===== config.mk =====
export PLATFORM = sky130hd
export DESIGN_NAME = tm1637_tx_flat
export DESIGN_NICKNAME = d
export VERILOG_FILES = /design/src/rtl/tm1637_tx_if.sv /design/src/rtl/tm1637_tx.sv /design/src/flat_wrapper.sv
export SDC_FILE = /design/constraint.sdc
export NUM_CORES = 1
export LEC_CHECK = 0
export ABC_AREA = 1
export CAP_MARGIN = 20
export CORE_MARGIN = 1.5
export CORE_UTILIZATION = 47
export CTS_CLUSTER_DIAMETER = 150
export CTS_CLUSTER_SIZE = 12
export DETAILED_ROUTE_END_ITERATION = 6
export DONT_BUFFER_PORTS = 1
export HOLD_SLACK_MARGIN = 0.1
export MAX_ROUTING_LAYER = met4
export PLACE_DENSITY = 0.73
export SKIP_LAST_GASP = 1
export SYNTH_ARGS = -nofsm -noshare
export SYNTH_HDL_FRONTEND = slang
export SYNTH_SLANG_ARGS = --single-unit

===== constraint.sdc =====
create_clock -name clock_i -period 6.2 [get_ports clock_i]
set_clock_uncertainty 0.1 [all_clocks]
set_input_delay 1.55 -clock clock_i [delete_from_list [all_inputs] [get_ports clock_i]]
set_output_delay 1.55 -clock clock_i [all_outputs]
set_load 0.02 [all_outputs]

===== src/rtl/tm1637_tx_if.sv =====
// rtl/tm1637_tx_if.sv - host request/status and bus pin signals of the TM1637 transmitter
interface tm1637_tx_if #(parameter int NUM_DIGITS = 4);
  logic                    start;
  logic [8*NUM_DIGITS-1:0] digits;
  logic [2:0]              brightness;
  logic                    display_on;
  logic                    busy;
  logic                    done;
  logic                    ack_err;
  logic                    tm_clk;
  logic                    tm_dio_oe;
  logic                    tm_dio_i;

  modport master (
    output start, digits, brightness, display_on, tm_dio_i,
    input  busy, done, ack_err, tm_clk, tm_dio_oe
  );

  modport slave (
    input  start, digits, brightness, display_on, tm_dio_i,
    output busy, done, ack_err, tm_clk, tm_dio_oe
  );
endinterface


===== src/rtl/tm1637_tx.sv =====
// rtl/tm1637_tx.sv - TM1637 display image transmitter (data cmd, address+digits, display ctrl)
// Optional ACK checking enabled by defining TM1637_ACK_CHECK_EN.
module tm1637_tx #(
  parameter int CLK_DIV    = 250,
  parameter int NUM_DIGITS = 4
) (
  input logic        clock_i,
  input logic        reset_n_i,
  tm1637_tx_if.slave bus
);
  localparam int CW = (CLK_DIV > 1) ? $clog2(CLK_DIV) : 1;

  localparam logic [3:0] IDLE    = 4'd0;
  localparam logic [3:0] START_A = 4'd1;
  localparam logic [3:0] START_B = 4'd2;
  localparam logic [3:0] BIT_LO  = 4'd3;
  localparam logic [3:0] BIT_HI  = 4'd4;
  localparam logic [3:0] ACK_LO  = 4'd5;
  localparam logic [3:0] ACK_HI  = 4'd6;
  localparam logic [3:0] STOP_A  = 4'd7;
  localparam logic [3:0] STOP_B  = 4'd8;
  localparam logic [3:0] STOP_C  = 4'd9;

  logic [3:0]              state_q, state_d;
  logic [CW-1:0]           cnt_q, cnt_d;
  logic [1:0]              frame_q, frame_d;
  logic [2:0]              byte_q, byte_d;
  logic [2:0]              bit_q, bit_d;
  logic [8*NUM_DIGITS-1:0] digits_q;
  logic [2:0]              bri_q;
  logic                    on_q;
  logic                    busy_q, done_q, done_d;
  logic                    clk_q, clk_d, oe_q, oe_d;
  logic                    tick, last_byte, accept;
  logic [7:0]              tx_d;

  assign accept    = (state_q == IDLE) && bus.start;
  assign tick      = (state_q != IDLE) && (cnt_q == CW'(CLK_DIV - 1));
  assign last_byte = (frame_q == 2'd1) ? (byte_q == 3'(NUM_DIGITS)) : (byte_q == 3'd0);
  assign cnt_d     = (state_q == IDLE || tick) ? '0 : cnt_q + CW'(1);

  always_comb begin
    state_d = state_q;
    frame_d = frame_q;
    byte_d  = byte_q;
    bit_d   = bit_q;
    done_d  = 1'b0;
    if (state_q == IDLE) begin
      if (bus.start) begin
        state_d = START_A;
        frame_d = 2'd0;
        byte_d  = 3'd0;
        bit_d   = 3'd0;
      end
    end else if (tick) begin
      case (state_q)
        START_A: state_d = START_B;
        START_B: state_d = BIT_LO;
        BIT_LO:  state_d = BIT_HI;
        BIT_HI: begin
          if (bit_q == 3'd7) begin
            state_d = ACK_LO;
            bit_d   = 3'd0;
          end else begin
            state_d = BIT_LO;
            bit_d   = bit_q + 3'd1;
          end
        end
        ACK_LO:  state_d = ACK_HI;
        ACK_HI: begin
          if (last_byte) begin
            state_d = STOP_A;
            byte_d  = 3'd0;
          end else begin
            state_d = BIT_LO;
            byte_d  = byte_q + 3'd1;
          end
        end
        STOP_A:  state_d = STOP_B;
        STOP_B:  state_d = STOP_C;
        STOP_C: begin
          if (frame_q == 2'd2) begin
            state_d = IDLE;
            done_d  = 1'b1;
          end else begin
            state_d = START_A;
            frame_d = frame_q + 2'd1;
          end
        end
        default: state_d = IDLE;
      endcase
    end
  end

  // Byte about to be shifted, looked up from the next-state indices so pins are registered
  always_comb begin
    tx_d = 8'h00;
    case (frame_d)
      2'd0: tx_d = 8'h40;
      2'd1: begin
        tx_d = 8'hC0;
        for (int k = 0; k < NUM_DIGITS; k++)
          if (byte_d == 3'(k + 1)) tx_d = digits_q[8*k +: 8];
      end
      default: tx_d = {4'h8, on_q, bri_q};
    endcase
  end

  always_comb begin
    clk_d = 1'b1;
    oe_d  = 1'b0;
    case (state_d)
      START_A: oe_d = 1'b1;
      START_B: begin clk_d = 1'b0; oe_d = 1'b1; end
      BIT_LO:  begin clk_d = 1'b0; oe_d = ~tx_d[bit_d]; end
      BIT_HI:  oe_d = ~tx_d[bit_d];
      ACK_LO:  clk_d = 1'b0;
      STOP_A:  begin clk_d = 1'b0; oe_d = 1'b1; end
      STOP_B:  oe_d = 1'b1;
      default: ;
    endcase
  end

  always_ff @(posedge clock_i or negedge reset_n_i) begin
    if (!reset_n_i) begin
      state_q  <= IDLE;
      cnt_q    <= '0;
      frame_q  <= 2'd0;
      byte_q   <= 3'd0;
      bit_q    <= 3'd0;
      digits_q <= '0;
      bri_q    <= 3'd0;
      on_q     <= 1'b0;
      busy_q   <= 1'b0;
      done_q   <= 1'b0;
      clk_q    <= 1'b1;
      oe_q     <= 1'b0;
    end else begin
      state_q <= state_d;
      cnt_q   <= cnt_d;
      frame_q <= frame_d;
      byte_q  <= byte_d;
      bit_q   <= bit_d;
      busy_q  <= (state_d != IDLE);
      done_q  <= done_d;
      clk_q   <= clk_d;
      oe_q    <= oe_d;
      if (accept) begin
        digits_q <= bus.digits;
        bri_q    <= bus.brightness;
        on_q     <= bus.display_on;
      end
    end
  end

`ifdef TM1637_ACK_CHECK_EN
  logic ack_err_q;
  always_ff @(posedge clock_i or negedge reset_n_i) begin
    if (!reset_n_i)
      ack_err_q <= 1'b0;
    else if (accept)
      ack_err_q <= 1'b0;
    else if (tick && state_q == ACK_HI && bus.tm_dio_i)
      ack_err_q <= 1'b1;
  end
  assign bus.ack_err = ack_err_q;
`else
  assign bus.ack_err = 1'b0;
`endif

  assign bus.busy      = busy_q;
  assign bus.done      = done_q;
  assign bus.tm_clk    = clk_q;
  assign bus.tm_dio_oe = oe_q;
endmodule

===== src/flat_wrapper.sv =====
// flat-port wrapper written by rule: the top's interface ports become plain ports
module tm1637_tx_flat 
#(
  parameter int CLK_DIV    = 250,
  parameter int NUM_DIGITS = 4
)
  (clock_i, reset_n_i, bus_start, bus_digits, bus_brightness, bus_display_on, bus_tm_dio_i, bus_busy, bus_done, bus_ack_err, bus_tm_clk, bus_tm_dio_oe);
  tm1637_tx_if #(.NUM_DIGITS(NUM_DIGITS)) bus_i ();
  input logic clock_i;
  input logic reset_n_i;
  input wire logic [$bits(bus_i.start)-1:0] bus_start;
  input wire logic [$bits(bus_i.digits)-1:0] bus_digits;
  input wire logic [$bits(bus_i.brightness)-1:0] bus_brightness;
  input wire logic [$bits(bus_i.display_on)-1:0] bus_display_on;
  input wire logic [$bits(bus_i.tm_dio_i)-1:0] bus_tm_dio_i;
  output wire logic [$bits(bus_i.busy)-1:0] bus_busy;
  output wire logic [$bits(bus_i.done)-1:0] bus_done;
  output wire logic [$bits(bus_i.ack_err)-1:0] bus_ack_err;
  output wire logic [$bits(bus_i.tm_clk)-1:0] bus_tm_clk;
  output wire logic [$bits(bus_i.tm_dio_oe)-1:0] bus_tm_dio_oe;
  assign bus_i.start = bus_start;
  assign bus_i.digits = bus_digits;
  assign bus_i.brightness = bus_brightness;
  assign bus_i.display_on = bus_display_on;
  assign bus_i.tm_dio_i = bus_tm_dio_i;
  assign bus_busy = bus_i.busy;
  assign bus_done = bus_i.done;
  assign bus_ack_err = bus_i.ack_err;
  assign bus_tm_clk = bus_i.tm_clk;
  assign bus_tm_dio_oe = bus_i.tm_dio_oe;
  tm1637_tx #(.CLK_DIV(CLK_DIV), .NUM_DIGITS(NUM_DIGITS)) u_core (.clock_i(clock_i), .reset_n_i(reset_n_i), .bus(bus_i));
endmodule

==> summary.txt <==
Worst setup path
  – CP Capture Type: register
  – Max Fanout on Critical Path: about 50
  – Setup Crit Path Kind: primary input to register
  – Crit path DAT: roughly 3.4 ns
  – Startpoint types: primary input
  – Req. time, crit path: 6.33 ns

Logic synthesis
  – Post-synth cell types: 40
  – Post-synth EDFFs: 0
  – YS warnings: 0
  – Synth top area share: 42.9%
  – Post-synth top flop: dfrtp_1
  – Simple-Gate Fraction of Synth Area: between 20% and 30%
  – Post-synth top cells: nand2_1 (93), inv_1 (61), dfrtp_1 (59), nor2_1 (34), nand3_1 (27)
  – Xor/xnor cell area share of the yosys netlist: 0.509%
  – Mux cell area share after synthesis: ~7.5%
  – Synth Area in Compound Gates: ~8.2%
  – Synth async-reset ratio: 100%
  – Post-synth top area cell: dfrtp_1
  – Largest family of logic cells by synthesized area: simple AND/OR/NAND/NOR gates
  – Largest cells by area after synthesis: dfrtp_1 (43%), nand2_1 (10%), mux2_2 (7.5%)
  – Synth Area per Inst: ~8.4 um^2
  – Register area share after synthesis: 43.7%
  – Mapped cell area: about 0.0034 mm^2
  – Most common cell in the netlist: nand2_1
  – Post-Synth Adder-Cell Area: around 3.3%
  – Syn Inst Count: a little over 400
  – Yosys reg bits: 60
  – Synthesized Nets: roughly 460

Power
  – Power Dens Cells: around 200 mW/mm^2
  – Worst VDD drop: 0.000156 V
  – Power Total: 753 uW
  – Static Leak: between 0.0015 and 0.002 uW

Routing
  – Antenna viol nets, final: 0
  – Drt total wl: between 6000 and 7000 um
  – DR pass1 iterations: 4
  – Wire per inst: 12.9 um
  – DR DRC count: 0
  – Drt via density: between 5 and 6
  – Vias: about 2,600
  – Initial DRC Count: ~130

CTS
  – Worst-skew pair later-pin latency: 0.35 ns
  – H-tree levels: 3
  – Number of CTS-inserted buffers: 9
  – Clk root buf: clkbuf_8
  – Worst-path clk slew: around 0.070 ns
  – Post-CTS Setup Bufs: 0
  – Post-cts hold buffer count: 0
  – Post-CTS resize count: 0
  – Bufs on Longest Clock Path: 2
  – CTS tree: built
  – Clock sink count: 60

Placed design
  – Port bufs: 0
  – Worst slack at placement: ~2.2 ns
  – Routability cong.: ~0.90
  – Post-DP HPWL: 4750 um

Finish
  – Share of cells above drive strength 1: a little under a fifth
  – Fin nets: 460
  – # diodes: 0
  – Fillers: 660
  – Final core utilization: between 50% and 60%
  – Area growth from synthesis to layout: 7.86%

STA
  – Max Slew Vio Count: 0
  – Final setup viols: 0
  – Fin crit share: approximately half
  – Unrepaired setup endpoints after global routing: false
  – WHS: 0.395 ns
  – Final hold violation count: 0
  – Final Critical Period: around 3.2 ns
  – Max Fclk: 311 MHz
  – Setup TNS Final: 0 ns
  – Setup ws final: 2.99 ns

Floorplan
  – Starting Density: about 50%
  – Core Region: 0.00694 mm^2
  – DIE WIDTH: about 89 um
  – I/O pin total: between 40 and 50
  – Die H: a little under 90 um
  – Die area: 0.00784 mm^2
  – Core Rows: 30

GRT
  – Largest net degree at the start of global routing: 61
  – Initial antenna violation count: 0
  – Total grt overflow: 0
  – GRT Util Overall: 19.9%
  – Vias in the first global route: 2,541
  – First-pass GRT wire length: between 10,000 and 15,000 um

Run
  – Max-cap violation count: 0

Run status
  – Outcome: complete, no violations

Worst hold path
  – Hold Path Class: register to register
sequential cells by signal, summed over array words and instances (netlist names), 2 cells and up:
name and count:
u_core.byte_q 3, u_core.bri_q 3, u_core.cnt_q 8, u_core.digits_q 32, u_core.bit_q 3, u_core.frame_q 2
u_core.state_q 4
layout by cell type, fill, tap and decap left out, types with 2 or more instances in the layout:
master and instances:
nor3b_1 4, inv_4 2, o22ai_1 2, clkinv_2 2, inv_1 61, ha_1 9, nand4_1 6, nand2_4 3
inv_2 4, nand3b_1 2, nand2_2 7, clkinvlp_4 2, nand3_2 2, o21ai_0 3, nor2_1 34, mux2_2 23
o21a_1 3, o211ai_1 2, nor2_4 7, nor3_1 4, o21ai_2 5, nand2_1 93, nor2_2 3, dfrtp_1 59
clkbuf_8 10, nand3_1 27, xor2_1 2, a21oi_1 21
logic make-up (layout without fill, tap and decap cells):
kind of cell	Yosys count	in the layout
compound gates	43	43
xor+xnor	2	2
fa+ha+maj	9	9
buf+inv	77	84
flops	60	60
mux	23	23
other cells	1	1
simple gates	194	194
report_power, final:
part / total, uW / internal (uW) / switching (uW)
clock: 361 / 195 / 165
sequential: 391 / 391 / 0
combinational: 0.737 / 0.209 / 0.527
worst paths after layout:
path | from | endpoint | slack (ns) | cells past startpoint
worst min register to register | u_core.cnt_q[0] | u_core.cnt_q[0] | 0.39 | 1
worst min-delay path | u_core.cnt_q[0] | u_core.cnt_q[0] | 0.39 | 1
min in group asynchronous | reset_n_i | u_core.bus.done | 0.79 | 0
worst max-delay path | bus_start | u_core.bus.tm_dio_oe | 2.99 | 17
worst max register to register | u_core.state_q[0] | u_core.bus.tm_dio_oe | 3.37 | 20
max in group asynchronous | reset_n_i | u_core.bus.tm_clk | 5.01 | 0
metal layers:
| layer | global-route usage [%] | up-vias | share of wire (%) |
|---|---|---|---|
| met2 | 31.6 | 44 | 49 |
| met3 | 3.82 | 18 | 3.6 |
| li1 | - | 1308 | - |
| met5 | - | - | 0 |
| met1 | 24.0 | 1227 | 45 |
| met4 | 10.9 | 0 | 2.5 |
cell type report:
class / instances / area [um^2] / share of cell area [%]
clock buffer: 10 / 138 / 3.71
clock inverter: 6 / 63.8 / 1.72
inverter: 67 / 256 / 6.92
multi-input combinational: 272 / 1610 / 43.4
sequential: 60 / 1500 / 40.5
tap: 96 / 120 / 3.24
timing repair buffer: 1 / 20.0 / 0.540
through the flow:
stage	instance area (um^2)	cells
after CTS	3690	511
after floorplan	3440	409
after global routing	3710	512
after detailed placement	3490	495
final	3710	512
after global placement	3490	495
worst max-delay path, stage by stage:
cell and delay, ns:
nand2_2 0.14, buf_12 0.27, nand2_1 0.08, nand2_1 0.08
nand2_2 0.13, inv_4 0.16, nand2_1 0.08, nor2_2 0.18
nand2_1 0.09, nand2_1 0.09, nand2_1 0.05, nand2_1 0.06
nand2_1 0.05, nand3_1 0.08, nand3_1 0.09, nand3_1 0.09
nand2_1 0.06
(Power assumes the default switching activity.)
==> patch (config.mk and constraints unchanged) <==
`NUM_DIGITS` is set to 4 in 3 places; all go to 6.
--- a/src/rtl/tm1637_tx_if.sv
+++ b/src/rtl/tm1637_tx_if.sv
@@ -1,3 +1,3 @@
 // rtl/tm1637_tx_if.sv - host request/status and bus pin signals of the TM1637 transmitter
-interface tm1637_tx_if #(parameter int NUM_DIGITS = 4);
+interface tm1637_tx_if #(parameter int NUM_DIGITS = 6);
   logic                    start;
--- a/src/rtl/tm1637_tx.sv
+++ b/src/rtl/tm1637_tx.sv
@@ -4,3 +4,3 @@
   parameter int CLK_DIV    = 250,
-  parameter int NUM_DIGITS = 4
+  parameter int NUM_DIGITS = 6
 ) (
--- a/src/flat_wrapper.sv
+++ b/src/flat_wrapper.sv
@@ -4,3 +4,3 @@
   parameter int CLK_DIV    = 250,
-  parameter int NUM_DIGITS = 4
+  parameter int NUM_DIGITS = 6
 )
Interface: changed (resized bus_digits); port bits go from 45 to 61. The function was not compared with the original's and may differ.
==> patch against the original RTL <==
  * Via count increased by 26%
  * Cell area grew 16%
  * Sequential share of layout area rose by 3.6 points
  * Register-to-register slack worse by 0.35 ns
  * Wire length grew 30%
  * Area after synthesis is 18% higher
  * First-iteration DRC count is 38% higher
  * Worst setup slack lost 0.40 ns
  * Highest routed layer unchanged
  * Sequential cell count rose by 16
  * Core utilization fell by 1.4 points
  * Die area rose by 17%
Power is not compared: it rests on default switching activity, and its combinational part moved more than twofold at a synthesized area within 25%.
==> patch: results <==
metrics = {
    "cts": {
        "path_clk_slew_ns": 0.09,
        "post-cts-setup-buffers": 0,
        "root_buffer": "clkbuf_8",
        "htreeDepth": 3,
        "cts_buffer_depth": 2,
        "clk_latency_ns": 0.36,
        "numCtsBuffers": 9,
        "cts_resized": 0,
    },
    "synthesis": {
        "yosysWarnings": 0,
        "yosys-top-cells-area": "dfrtp_1 (46%), nand2_1 (18%), inv_1 (6.5%), o21ai_0 (4.3%), ha_1 (3.1%)",
        "ys_types": 38,
        "synth.mux.area_fraction_pct": 0,
        "async_flop_share_pct": 100,
        "synth_common_cells": "nand2_1 (199), dfrtp_1 (75), inv_1 (70)",
        "ys_seq_area_share_pct": 46.9,
        "synth-adder-area-share_pct": 3.09,
        "synth_xor_area_share_pct": 0.432,
        "ys.flop_type": "dfrtp_1",
        "synth-compound-area-share_pct": 9.56,
    },
    "setup_path": {
        "slowest_delay_ns": 0.52,
        "cp_max_fo": 33,
        "arrival_ns": 3.77,
        "cp_slowest_cell": "nand3_2",
        "critical_path.top_delay_family": "simple AND/OR/NAND/NOR gates",
    },
    "drt": {
        "vias": 3265,
        "drtIter0Drc": 185,
        "antenna_left": 0,
        "wirelength_um": 8580,
        "first_pass_iters": 4,
    },
    "run_status": {
        "status": "complete, no violations",
    },
    "global_routing": {
        "grt_pass1_wl_um": 14600,
        "antenna_found_initial": 0,
        "grt_pass1_vias": 3128,
        "grt_max_degree": 78,
        "grt_usage_pct": 21.5,
    },
    "cells_and_area": {
        "top_regs": "u_core.digits_q: 48 flops, u_core.cnt_q: 8 flops, u_core.state_q: 4 flops",
        "antenna_cells": 0,
        "drive_gt1_share_pct": 8.77,
        "nNetsFinal": 597,
    },
    "timing": {
        "worst_pin_slew_ns": 0.692,
    },
    "power": {
        "p_leak_uw": 0.00217,
        "ir_drop_mv": 0.224,
        "power.internal_uw": 875,
    },
    "placed_design": {
        "post_dp_cell_area_mm2": 0.00413,
        "dp_worst_setup_slack_ns": 2.26,
        "gp_congestion": 0.861,
        "port_buffers": 0,
        "dp_hpwl_um": 6150,
    },
    "min_path": {
        "hold_path.class": "reg2reg",
    },
}
[patch: cell count changes in the layout (fill, tap and decap cells not counted), sizes merged, moves of 5 or more]
cell   unedited run  this run
nand3            30        25
inv              67        84
nand4             6        11
a21oi            21        16
o21ai             9        37
mux2             23         0
nand2           103       206
dfrtp            59        75
nor2             44        37
[patch: worst reg2reg max path, stage by stage (launching register included)]
cell and delay [ns]:
dfrtp_1 0.47, nor2_2 0.23, nand3_2 0.59, nand2_1 0.22
inv_1 0.08, nand2_1 0.13, nand2_4 0.15, inv_2 0.17
nand3_2 0.12, inv_2 0.17, nor2_1 0.07, nand3_1 0.11
nand2_1 0.06, a21oi_1 0.12, nand2_1 0.06, nand3_1 0.06
nand2_1 0.08, nand2_1 0.06, nand2_1 0.05
[patch: final cells by class]
cell class | count | area (µm²)
well taps | 105 | 131
inverters | 78 | 298
clock inverters | 7 | 65.1
flip-flops and latches | 76 | 1900
clock buffers | 9 | 124
repair buffers | 1 | 7.51
multi-input cells | 365 | 1790
fillers | 804 | 3990
[patch: path summary, 6_finish.rpt]
path / from / endpoint / slack [ns] / depth (start not counted)
worst min register to register: u_core.digits_q[9]$_DFFE_PN0P_ / u_core.digits_q[9]$_DFFE_PN0P_ / 0.38 / 2
min in group asynchronous: reset_n_i / u_core.cnt_q[2]$_DFF_PN0_ / 0.77 / 0
worst min-delay path: u_core.digits_q[9]$_DFFE_PN0P_ / u_core.digits_q[9]$_DFFE_PN0P_ / 0.38 / 2
max in group asynchronous: reset_n_i / u_core.bus.tm_clk$_DFF_PN1_ / 5.00 / 0
worst max-delay path: bus_start / u_core.bus.tm_dio_oe$_DFF_PN0_ / 2.58 / 17
worst max register to register: u_core.state_q[1]$_DFF_PN0_ / u_core.bus.tm_dio_oe$_DFF_PN0_ / 3.02 / 18
[patch: stage by stage]
| stage | instances | hold WS (ns) | power, µW | utilization (%) |
|---|---|---|---|---|
| CTS | 641 | 0.389 | 1340 | 52.0 |
| finish | 641 | 0.384 | 1330 | 52.0 |
| global route | 641 | 0.420 | 1420 | 52.0 |
| detailed placement | 625 | 0.367 | 965 | 49.7 |
| floorplan | 533 | 0.344 | 891 | - |
| global placement | 625 | 0.362 | 946 | 49.7 |
[patch: metal layers]
layer,global-route usage [%],part of all wire (%),up-vias
met2,32.9,47,82
met5,-,0,-
li1,-,-,1662
met3,3.63,4.4,20
met1,27.6,46,1501
met4,10.4,2.7,0
[patch: power by group through the flow]
stage | combinational [µW] | sequential (µW) | clock (µW)
6_report | 261 | 695 | 371
2_1_floorplan | 207 | 684 | 0
4_1_cts | 263 | 695 | 382
3_5_place_dp | 262 | 703 | 0
5_1_grt | 308 | 711 | 403
3_3_place_gp | 248 | 698 | 0
